**src/rtl/la_pkg.sv**
```systemverilog
// -----------------------------------------------------------------------------
// la_pkg
// Shared definitions for the logic-analyzer capture path: default sample and
// capture-RAM widths (also used by the capture RAM and the UART framing), the
// capture_controller state encoding, and a small state-decode helper.
// No ports.
// -----------------------------------------------------------------------------
package la_pkg;

  // Default widths for the analyzer build.
  localparam int LA_DATA_W = 12;
  localparam int LA_ADDR_W = 9;

  // Controller state encoding. Plain constants keep the encoding visible
  // to older tools and waveform viewers.
  typedef logic [3:0] la_state_t;

  localparam la_state_t ST_IDLE      = 4'd0;
  localparam la_state_t ST_PRE       = 4'd1;
  localparam la_state_t ST_ARMED     = 4'd2;
  localparam la_state_t ST_POST      = 4'd3;
  localparam la_state_t ST_XFER_RD   = 4'd4;
  localparam la_state_t ST_XFER_WAIT = 4'd5;
  localparam la_state_t ST_XFER_SEND = 4'd6;
  localparam la_state_t ST_XFER_GAP  = 4'd7;
  localparam la_state_t ST_DONE      = 4'd8;

  // Busy covers every state except the two resting states.
  function automatic logic la_is_busy(input la_state_t st);
    return (st != ST_IDLE) && (st != ST_DONE);
  endfunction

endpackage

```
**src/rtl/capture_controller_if.sv**
```systemverilog
// -----------------------------------------------------------------------------
// capture_controller_if
// Bundles the capture-RAM ports and the UART transmit handshake of the
// capture controller.
//   master : controller side (drives RAM write/read address, UART data/strobe)
//   slave  : RAM + UART side (returns read data and UART ready)
// Signals:
//   o_write_data/o_write_address/o_write_en : RAM write port
//   o_read_address / i_read_data            : RAM read port, 1-cycle latency
//   i_tx_ready / o_tx_data / o_tx_en        : UART idle flag, word, send pulse
// -----------------------------------------------------------------------------
interface capture_controller_if
  import la_pkg::*;
#(
  parameter int DATA_W = LA_DATA_W,
  parameter int ADDR_W = LA_ADDR_W
);

  logic [DATA_W-1:0] o_write_data;
  logic [ADDR_W-1:0] o_write_address;
  logic              o_write_en;
  logic [ADDR_W-1:0] o_read_address;
  logic [DATA_W-1:0] i_read_data;
  logic              i_tx_ready;
  logic [DATA_W-1:0] o_tx_data;
  logic              o_tx_en;

  modport master (
    output o_write_data, o_write_address, o_write_en, o_read_address,
    output o_tx_data, o_tx_en,
    input  i_read_data, i_tx_ready
  );

  modport slave (
    input  o_write_data, o_write_address, o_write_en, o_read_address,
    input  o_tx_data, o_tx_en,
    output i_read_data, i_tx_ready
  );

endinterface

```
**src/rtl/capture_controller_trigger_match.sv**
```systemverilog
// -----------------------------------------------------------------------------
// trigger_match
// Masked trigger compare for the capture controller.
//   match = ((sample ^ value) & mask) == 0
// Build option CAPTURE_EDGE_TRIG_EN: when defined, fire only when the current
// sample matches and the previous captured sample did not; a history flag is
// kept and cleared when a new capture starts. When undefined, fire on match
// (level trigger) and no history register exists.
// Ports:
//   i_clk, i_rst  clock / synchronous active-high reset (edge build only)
//   clear_i       new capture starting, forget history (edge build only)
//   update_i      current sample is being captured (edge build only)
//   sample_i      sample under test
//   mask_i        bits taking part in the compare
//   value_i       compare value
//   fire_o        trigger condition for the current sample
// -----------------------------------------------------------------------------
module trigger_match
  import la_pkg::*;
#(
  parameter int DATA_W = LA_DATA_W
) (
`ifdef CAPTURE_EDGE_TRIG_EN
  input  logic              i_clk,
  input  logic              i_rst,
  input  logic              clear_i,
  input  logic              update_i,
`endif
  input  logic [DATA_W-1:0] sample_i,
  input  logic [DATA_W-1:0] mask_i,
  input  logic [DATA_W-1:0] value_i,
  output logic              fire_o
);

  logic match;

  assign match = ((sample_i ^ value_i) & mask_i) == '0;

`ifdef CAPTURE_EDGE_TRIG_EN
  logic prev_match_q;

  always_ff @(posedge i_clk) begin
    // NOTE: i_rst is tested inside the clocked block, so reset is synchronous
    // and only takes effect on an i_clk edge.
    if (i_rst) begin
      prev_match_q <= 1'b0;
    end else if (clear_i) begin
      prev_match_q <= 1'b0;
    end else if (update_i) begin
      // NOTE: non-blocking assignment so every register in the design sees
      // the pre-edge value of every other register.
      prev_match_q <= match;
    end
  end

  assign fire_o = match & ~prev_match_q;
`else
  assign fire_o = match;
`endif

endmodule

```
**src/rtl/capture_controller.sv**
```systemverilog
// -----------------------------------------------------------------------------
// capture_controller
// Sequenced capture/readout controller for the logic analyzer. Samples are
// taken on i_sample_tick into a circular capture RAM with a pretrigger
// window; once the masked trigger fires and the post-trigger part of the
// buffer is filled, the buffer is streamed oldest-first to the UART.
// Build option CAPTURE_EDGE_TRIG_EN selects an edge trigger (see
// trigger_match); undefined gives a level trigger.
// Parameters: DATA_W sample width, ADDR_W RAM address width
// (DEPTH = 2**ADDR_W), PRE_TRIG samples kept before the trigger (0..DEPTH-1).
// Ports:
//   i_clk, i_rst    clock / synchronous active-high reset
//   i_sample_tick   one-cycle sample strobe
//   i_sample_data   probe inputs
//   i_arm           start-capture pulse (ignored while busy)
//   i_trig_mask     trigger compare mask
//   i_trig_value    trigger compare value
//   bus             RAM write/read ports and UART handshake (master)
//   o_busy          high in every state except IDLE/DONE
//   o_done          high in DONE
// -----------------------------------------------------------------------------
module capture_controller
  import la_pkg::*;
#(
  parameter int DATA_W   = LA_DATA_W,
  parameter int ADDR_W   = LA_ADDR_W,
  parameter int PRE_TRIG = 64
) (
  input  logic                 i_clk,
  input  logic                 i_rst,
  input  logic                 i_sample_tick,
  input  logic [DATA_W-1:0]    i_sample_data,
  input  logic                 i_arm,
  input  logic [DATA_W-1:0]    i_trig_mask,
  input  logic [DATA_W-1:0]    i_trig_value,
  capture_controller_if.master bus,
  output logic                 o_busy,
  output logic                 o_done
);

  localparam int DEPTH = 1 << ADDR_W;

  if (PRE_TRIG < 0 || PRE_TRIG > DEPTH - 1) begin : g_bad_pre_trig
    $error("capture_controller: PRE_TRIG must lie in 0..DEPTH-1");
  end

  localparam logic [ADDR_W-1:0] PRE_A   = ADDR_W'(PRE_TRIG);
  localparam logic [ADDR_W-1:0] POST_N  = ADDR_W'(DEPTH - PRE_TRIG - 1);
  localparam logic [ADDR_W-1:0] LAST_W  = ADDR_W'(DEPTH - 1);
  localparam logic [ADDR_W-1:0] ONE_A   = ADDR_W'(1);

  la_state_t         state_q,      state_d;
  logic [ADDR_W-1:0] wptr_q,       wptr_d;
  logic [ADDR_W-1:0] cnt_q,        cnt_d;    // pretrigger up-count / post down-count
  logic [ADDR_W-1:0] raddr_q,      raddr_d;
  logic [ADDR_W-1:0] xcnt_q,       xcnt_d;   // words sent so far
  logic              write_en_q,   write_en_d;
  logic [DATA_W-1:0] write_data_q, write_data_d;
  logic [ADDR_W-1:0] write_addr_q, write_addr_d;
  logic              tx_en_q,      tx_en_d;
  logic [DATA_W-1:0] tx_data_q,    tx_data_d;

  logic capture;     // current tick is written to the RAM
  logic arm_accept;  // i_arm seen in a resting state
  logic fire;

  assign arm_accept = i_arm && !la_is_busy(state_q);

  trigger_match #(
    .DATA_W   (DATA_W)
  ) u_trigger_match (
`ifdef CAPTURE_EDGE_TRIG_EN
    .i_clk    (i_clk),
    .i_rst    (i_rst),
    .clear_i  (arm_accept),
    .update_i (capture),
`endif
    .sample_i (i_sample_data),
    .mask_i   (i_trig_mask),
    .value_i  (i_trig_value),
    .fire_o   (fire)
  );

  always_comb begin
    // NOTE: every signal driven here gets a default first; a path that left
    // one unassigned would infer a latch.
    state_d      = state_q;
    wptr_d       = wptr_q;
    cnt_d        = cnt_q;
    raddr_d      = raddr_q;
    xcnt_d       = xcnt_q;
    tx_en_d      = 1'b0;
    tx_data_d    = tx_data_q;
    capture      = 1'b0;

    unique case (state_q)
      ST_IDLE, ST_DONE: begin
        if (i_arm) begin
          state_d = (PRE_TRIG == 0) ? ST_ARMED : ST_PRE;
          wptr_d  = '0;
          cnt_d   = '0;
        end
      end
      ST_PRE: begin
        if (i_sample_tick) begin
          capture = 1'b1;
          cnt_d   = cnt_q + ONE_A;
          if (cnt_q + ONE_A == PRE_A) state_d = ST_ARMED;
        end
      end
      ST_ARMED: begin
        if (i_sample_tick) begin
          capture = 1'b1;
          if (fire) begin
            // The read start is fixed here: PRE_TRIG words before the trigger
            // sample's address, modulo DEPTH.
            raddr_d = wptr_q - PRE_A;
            cnt_d   = POST_N;
            state_d = ST_POST;
          end
        end
      end
      ST_POST: begin
        // cnt_q == 0 is the cycle the final registered write retires, so the
        // RAM write strobe never overlaps the transfer. A zero post count from
        // ARMED passes through here for that one cycle only.
        if (cnt_q == '0) begin
          xcnt_d  = '0;
          state_d = ST_XFER_RD;
        end else if (i_sample_tick) begin
          capture = 1'b1;
          cnt_d   = cnt_q - ONE_A;
        end
      end
      ST_XFER_RD:   state_d = ST_XFER_WAIT;
      ST_XFER_WAIT: state_d = ST_XFER_SEND;
      ST_XFER_SEND: begin
        // The read address has been stable since XFER_RD, so i_read_data is
        // valid here for a 1-cycle registered RAM.
        if (bus.i_tx_ready) begin
          tx_data_d = bus.i_read_data;
          tx_en_d   = 1'b1;
          state_d   = ST_XFER_GAP;
        end
      end
      ST_XFER_GAP: begin
        raddr_d = raddr_q + ONE_A;
        xcnt_d  = xcnt_q + ONE_A;
        state_d = (xcnt_q == LAST_W) ? ST_DONE : ST_XFER_RD;
      end
      default: state_d = ST_IDLE;
    endcase

    if (capture) wptr_d = wptr_q + ONE_A;

    // Write port is registered: a tick shows up as a write on the next cycle,
    // and a tick in that same cycle is captured independently.
    write_en_d   = capture;
    write_data_d = capture ? i_sample_data : write_data_q;
    write_addr_d = capture ? wptr_q        : write_addr_q;
  end

  always_ff @(posedge i_clk) begin
    if (i_rst) begin
      state_q      <= ST_IDLE;
      wptr_q       <= '0;
      cnt_q        <= '0;
      raddr_q      <= '0;
      xcnt_q       <= '0;
      write_en_q   <= 1'b0;
      write_data_q <= '0;
      write_addr_q <= '0;
      tx_en_q      <= 1'b0;
      tx_data_q    <= '0;
    end else begin
      state_q      <= state_d;
      wptr_q       <= wptr_d;
      cnt_q        <= cnt_d;
      raddr_q      <= raddr_d;
      xcnt_q       <= xcnt_d;
      write_en_q   <= write_en_d;
      write_data_q <= write_data_d;
      write_addr_q <= write_addr_d;
      tx_en_q      <= tx_en_d;
      tx_data_q    <= tx_data_d;
    end
  end

  assign bus.o_write_en      = write_en_q;
  assign bus.o_write_data    = write_data_q;
  assign bus.o_write_address = write_addr_q;
  assign bus.o_read_address  = raddr_q;
  assign bus.o_tx_en         = tx_en_q;
  assign bus.o_tx_data       = tx_data_q;
  assign o_busy              = la_is_busy(state_q);
  assign o_done              = (state_q == ST_DONE);

endmodule

```
**src/flat_wrapper.sv**
```systemverilog
// flat-port wrapper written by rule: the top's interface ports become plain ports
module capture_controller_flat import la_pkg::*;
#(
  parameter int DATA_W   = LA_DATA_W,
  parameter int ADDR_W   = LA_ADDR_W,
  parameter int PRE_TRIG = 64
)
  (i_clk, i_rst, i_sample_tick, i_sample_data, i_arm, i_trig_mask, i_trig_value, o_busy, o_done, bus_o_write_data, bus_o_write_address, bus_o_write_en, bus_o_read_address, bus_o_tx_data, bus_o_tx_en, bus_i_read_data, bus_i_tx_ready);
  capture_controller_if #(.DATA_W(DATA_W), .ADDR_W(ADDR_W)) bus_i ();
  input  logic i_clk;
  input  logic i_rst;
  input  logic i_sample_tick;
  input  logic [DATA_W-1:0] i_sample_data;
  input  logic i_arm;
  input  logic [DATA_W-1:0] i_trig_mask;
  input  logic [DATA_W-1:0] i_trig_value;
  output logic o_busy;
  output logic o_done;
  output wire logic [$bits(bus_i.o_write_data)-1:0] bus_o_write_data;
  output wire logic [$bits(bus_i.o_write_address)-1:0] bus_o_write_address;
  output wire logic [$bits(bus_i.o_write_en)-1:0] bus_o_write_en;
  output wire logic [$bits(bus_i.o_read_address)-1:0] bus_o_read_address;
  output wire logic [$bits(bus_i.o_tx_data)-1:0] bus_o_tx_data;
  output wire logic [$bits(bus_i.o_tx_en)-1:0] bus_o_tx_en;
  input wire logic [$bits(bus_i.i_read_data)-1:0] bus_i_read_data;
  input wire logic [$bits(bus_i.i_tx_ready)-1:0] bus_i_tx_ready;
  assign bus_o_write_data = bus_i.o_write_data;
  assign bus_o_write_address = bus_i.o_write_address;
  assign bus_o_write_en = bus_i.o_write_en;
  assign bus_o_read_address = bus_i.o_read_address;
  assign bus_o_tx_data = bus_i.o_tx_data;
  assign bus_o_tx_en = bus_i.o_tx_en;
  assign bus_i.i_read_data = bus_i_read_data;
  assign bus_i.i_tx_ready = bus_i_tx_ready;
  capture_controller #(.DATA_W(DATA_W), .ADDR_W(ADDR_W), .PRE_TRIG(PRE_TRIG)) u_core (.i_clk(i_clk), .i_rst(i_rst), .i_sample_tick(i_sample_tick), .i_sample_data(i_sample_data), .i_arm(i_arm), .i_trig_mask(i_trig_mask), .i_trig_value(i_trig_value), .bus(bus_i), .o_busy(o_busy), .o_done(o_done));
endmodule
```
**config.mk**
```make
export PLATFORM = sky130hd
export DESIGN_NAME = capture_controller_flat
export DESIGN_NICKNAME = d
export VERILOG_FILES = /design/src/rtl/la_pkg.sv /design/src/rtl/capture_controller_if.sv /design/src/rtl/capture_controller_trigger_match.sv /design/src/rtl/capture_controller.sv /design/src/flat_wrapper.sv
export SDC_FILE = /design/constraint.sdc
export NUM_CORES = 1
export LEC_CHECK = 0
export ABC_AREA = 1
export ABC_CLOCK_PERIOD_IN_PS = 2100
export BUFFER_PORTS_ARGS = -buffer_cell sky130_fd_sc_hd__buf_2
export CAP_MARGIN = 0
export CORE_MARGIN = 10
export CORE_UTILIZATION = 54
export DETAILED_ROUTE_END_ITERATION = 8
export PLACE_DENSITY = 0.85
export SLEW_MARGIN = 30
export SYNTH_ARGS = -nofsm -noshare
export SYNTH_HDL_FRONTEND = slang
export SYNTH_SLANG_ARGS = --single-unit
```
**constraint.sdc**
```tcl
create_clock -name i_clk -period 2.1 [get_ports i_clk]
set_input_delay 0.21 -clock i_clk [delete_from_list [all_inputs] [get_ports i_clk]]
set_output_delay 0.21 -clock i_clk [all_outputs]
set_load 0.02 [all_outputs]
```
# After elaboration in Yosys (flattened, before gate mapping)
# Index checks and enable logic that the tools add are counted.
[word_totals] ff_bits=75 latchBits=0 ramBits=0 mem_bits_ro=0 elab_cells=85 memories=0
[classes] addsub=6 mul=0 div=0 n_lt_le_gt_ge=0 eq_ne=20 shift=0 mux=27 bitwise=3 reduce_logical=19
[op_table] cell="$mux 9" count=11
[op_table] cell="$add 9x1->9 const B" count=4
[op_table] cell="$pmux 9 s2" count=2
[op_table] cell="$pmux 9 s4" count=1
[op_table] cell="$mux 4" count=8
[op_table] cell="$pmux 4 s8" count=1
[op_table] cell="$eq 4x3->1 const B" count=4
[op_table] cell="$reduce_and 7->1" count=2
[op_table] cell="$and 12x12->12" count=1
[op_table] cell="$logic_not 12->1" count=1
[op_table] cell="$ne 2x2->1 const B" count=6
[op_table] cell="$xor 12x12->12" count=1
[op_table] cell="$eq 9x7->1 const B" count=1
[op_table] cell="$eq 9x9->1 const B" count=1
[op_table] cell="$logic_not 9->1" count=1
[op_table] cell="$sub 9x1->9 const B" count=1
[op_table] cell="$sub 9x7->9 const B" count=1
[op_table] cell="$eq 4x2->1 const B" count=2
[op_table] cell="$reduce_bool 2->1" count=4
[op_table] cell="$reduce_bool 4->1" count=2
[op_table] cell="$ne 2x1->1 const B" count=3
[op_table] cell="$reduce_and 2->1" count=3
[op_table] cell="$reduce_or 2->1" count=3
[op_table] cell="$eq 4x1->1 const B" count=1
[op_table] cell="8 further kinds" count=10

# Longest topological paths before layout
[depth] depth_word=6 depth_mapped=13 mapped_depth_nobuf=13

# Hierarchy
# From an unflattened synthesis, not the netlist that was laid out.
[hier_totals] hier_cells=630 hier_area_um2=4265.3
[modules_own_cells] mod="capture_controller" n_inst=1 cells_per_inst=563 area_per_inst_um2=3978.8 seq_area_each_um2=1501.4
[modules_own_cells] mod="trigger_match" n_inst=1 cells_per_inst=67 area_per_inst_um2=286.5 seq_area_each_um2=0.0

# Worst setup path after synthesis
# OpenSTA, ideal clock, no wires.
[synth_path] kind="reg-to-reg" startpoint="register u_core.raddr_q[0] (netlist: u_core.bus.o_read_address[0])" endpoint="register u_core.raddr_q[8] (netlist: u_core.bus.o_read_address[8])" t_arrival_ns=1.467 t_required_ns=1.985 setup_slack_ns=0.518 path_stages_with_launch=13 path_buffers=0 period_less_slack_ns=1.582 path_cell_list="dfxtp_1 > ha_1 > nand3_1 > nor2_1 > nand2_1 > nor2_1 > nand2_1 > nand2_1 > nand3_1 > nand2_1 > nand3_1 > nand2_1 > nor2_1"
[synth_via] elab_chain_cells=2
[synth_rtl] item="start: declaration" line_no="capture_controller.sv:55" text="logic [ADDR_W-1:0] raddr_q, raddr_d;"
[synth_rtl] item="start signal: assignment" line_no="capture_controller.sv:179" text="raddr_q <= raddr_d;"
[synth_rtl] item="$add 9x1->9" line_no="capture_controller.sv:147" text="raddr_d = raddr_q + ONE_A;"
[synth_rtl] item="$pmux 9 s2" line_no="capture_controller.sv:96" text="unique case (state_q)"
# No other way between the ends.
# A chain may end at the register's enable or synchronous reset.

# Final worst setup path
[layout_path] startpoint="register u_core.state_q[2]" endpoint="register u_core.xcnt_q[3]"
[layout_via] elab_chain_cells=3 elab_cells_between_ends=6 cone_classes="eq/ne: 3; mux: 1; reduce/logical: 2"
[layout_rtl] item="start: declaration" line_no="capture_controller.sv:52" text="la_state_t state_q, state_d;"
[layout_rtl] item="start signal: assignment" line_no="capture_controller.sv:176" text="state_q <= state_d;"
[layout_rtl] item="$eq 4x2->1 / $eq 4x3->1 (equally long branches)" line_no="capture_controller.sv:96"
[layout_rtl] item="$ne 2x1->1 (no source line) / $reduce_bool 2->1 (equally long branches)"
[layout_rtl] item="$reduce_and 2->1 (no source line)"
[layout_rtl] item="end signal: assignment" line_no="capture_controller.sv:180" text="xcnt_q <= xcnt_d;"
[layout_rtl] item="end: declaration" line_no="capture_controller.sv:56" text="logic [ADDR_W-1:0] xcnt_q, xcnt_d;"
# Parallel ways exist; a longest one is shown, timed or not.

==> summary.txt <==
Outcome
  – Status: finished clean

Clock tree
  – H-tree depth: 3
  – PostCTS Resize Cnt: 0
  – CTS max path bufs: 2
  – Setup Fix Bufs, Post-CTS: 0
  – Hold buffers post-CTS: 0
  – CTS buffer count: 9
  – CTS tree: yes
  – Root Buffer Master: clkbuf_8
  – CTS sink count: 75
  – Clk_lat worst skew: 0.36 ns
  – Clock transition time at the flip-flop clock pins of the worst setup and hold paths: 0.09 ns

Drt
  – Final ANT Viol Nets: 0
  – Vias per std cell: 5.30
  – Drt pass-1 iters: 5
  – Drt total wl: 11,200 um
  – Post-route DRC: 0
  – 1st-iter DRT viols: 216
  – Total number of vias: 4,373
  – WL/cell: 13.5 um

Cells and area
  – Share of layout cells above drive strength 1: 0.196
  – Layout Utilization: 0.667
  – Commonest non-fill, non-tap cell in the layout: nand2_1
  – Final net count: 783
  – Most frequent cells in the layout: nand2_1 (142), buf_2 (98), inv_1 (86)
  – Area growth from synthesis to layout: 18.8%
  – Ant diodes: 0
  – Fin cells: 825

Worst setup path
  – CP Class: flop to flop
  – Worst Path Required: 2.36 ns
  – CP Data Arrival Time: 2.12 ns
  – Setup crit start: u_core.state_q[2]
  – Setup crit start kind: flop
  – CP endpoint kind: flop
  – Worst r2r src: u_core.state_q[2]
  – CP max FO: 19
  – R2R Setup Slk: 0.24 ns

STA
  – Unrepaired setup endpoints after global routing: false
  – Headroom to the max-slew limit: 0.746
  – Final worst path period need: 1.86 ns
  – Fin Setup TNS: 0 ns
  – Final setup viols: 0
  – Clock Skew: 0.0120 ns
  – Period utilisation layout: 0.886
  – Max frequency: 537 MHz
  – Hold_ws: 0.116 ns
  – Slew Viols, Final: 0
  – Worst Max-Slew Pin Slew: 0.379 ns
  – PnR worst setup slack: 0.239 ns
  – Fin. Hold Viols: 0

GRT
  – Initial antenna violation count: 0
  – First-pass GRT wire length: 18,700 um
  – GRT Overall Usage: 0.194
  – Number of global-route vias before repair: 4,213
  – Grt ovf: 0
  – Largest net degree at the start of global routing: 49

Die
  – Initial Util: 0.561
  – Io pins: 99
  – Die height: 107 um
  – CORE AREA: 7330 um2
  – Die W: 107 um
  – Die area: 11,500 um2
  – Row cnt: 31

Flow run
  – Total of max-cap violations: 0

Placed design
  – DP HPWL: 8550 um
  – Setup WS pre-CTS: 0.284 ns
  – Placed cells: 809
  – IO Port Bufs: 98
  – Placer Congestion: 0.849

Worst hold path
  – Hold wc startpoint: i_sample_data[8]
  – Hold WC Path Type: input port to flop

Synthesis
  – Syn nets: 687
  – Post-Syn Instances: 625
  – Top FF cell, synth: dfxtp_1
  – Syn avg cell area: 6.58 um2
  – Post-Syn Area: 4110 um2
  – Register area share after synthesis: 0.365
  – Synth warnings: 0
  – Number of flops mapped to enable cells by yosys: 0
  – FFs w/ async S/R, synth: 0
  – Seq cells post-synth: 75
  – Cell variety after synth: 33

Pwr
  – Pwr/cell area: 976 nW/um2
  – Static Leak: 2.31 nW
  – Peak supply drop: 702 uV
-- critical path: stages, from the launching register on --
cell	delay, ns
dfxtp_1	0.35
inv_1	0.09
nor2_1	0.25
nand2_1	0.32
inv_2	0.35
o21ai_0	0.14
a221oi_1	0.27
-- stage by stage --
stage               cell area [um2]  total power [mW]
global placement               4690              3.63
finish                         4890              4.77
detailed placement             4690              3.69
CTS                            4890              4.77
global route                   4890              5.11
floorplan                      4110              3.16
-- synthesized netlist by cell type, types with 5 or more instances --
master	instances	area [um2]
nand2_1	142	533
inv_1	86	323
dfxtp_1	75	1500
nor2_1	65	244
a21oi_1	59	295
nand3_1	56	280
o21ai_0	54	270
clkbuf_1	10	37.5
ha_1	9	113
nand2_2	5	31.3
nand4_1	5	31.3
nor2_4	5	56.3
o21ai_1	5	25.0
-- state kept, by name (all words and copies together), names as in the netlist --
name	count
u_core.cnt_q	9
u_core.bus.o_read_address	9
u_core.bus.o_write_address	9
u_core.state_q	4
u_core.bus.o_tx_data	12
u_core.xcnt_q	9
u_core.bus.o_write_en	1
u_core.wptr_q	9
u_core.bus.o_tx_en	1
u_core.bus.o_write_data	12
-- logic make-up (layout without fill, tap and decap cells) --
group	after synthesis	in the layout	share of synthesized area
adder cells (fa/ha/maj)	9	9	0.0274
buffers and inverters	108	209	0.107
flip-flops	75	75	0.365
AND/OR/NAND/NOR	294	294	0.315
AO/OA/AOI/OAI	133	133	0.173
XOR/XNOR	6	6	0.0128
-- path summary, 6_finish.rpt --
path                                                   end  depth (start not counted)
worst min register to register     u_core.bus.o_tx_data[2]                          2
worst max-delay path                      u_core.xcnt_q[3]                          6
worst max register to register            u_core.xcnt_q[3]                          6
worst min-delay path            u_core.bus.o_write_data[8]                          3
-- report_power, final --
part	switching, mW	internal, mW
Sequential	0.166	1.63
Clock	0.570	0.510
Combinational	1.28	0.611
Total	2.02	2.75
-- layer usage --
layer  GRT usage  vias up  part of all wire
met5           0        -                 0
met4      0.0793        0             0.019
met3      0.0838       21             0.097
met2       0.303      173              0.45
met1       0.229     1953              0.43
li1            -     2226                 -
-- final cells by class --
type	instances	area (um2)
clock buffer	11	151
clock inverter	5	45.0
fill	630	2440
inverter	89	334
multi-input combinational	442	2170
sequential	75	1500
tap	99	124
timing repair buffer	104	561
(Power assumes the default switching activity.)
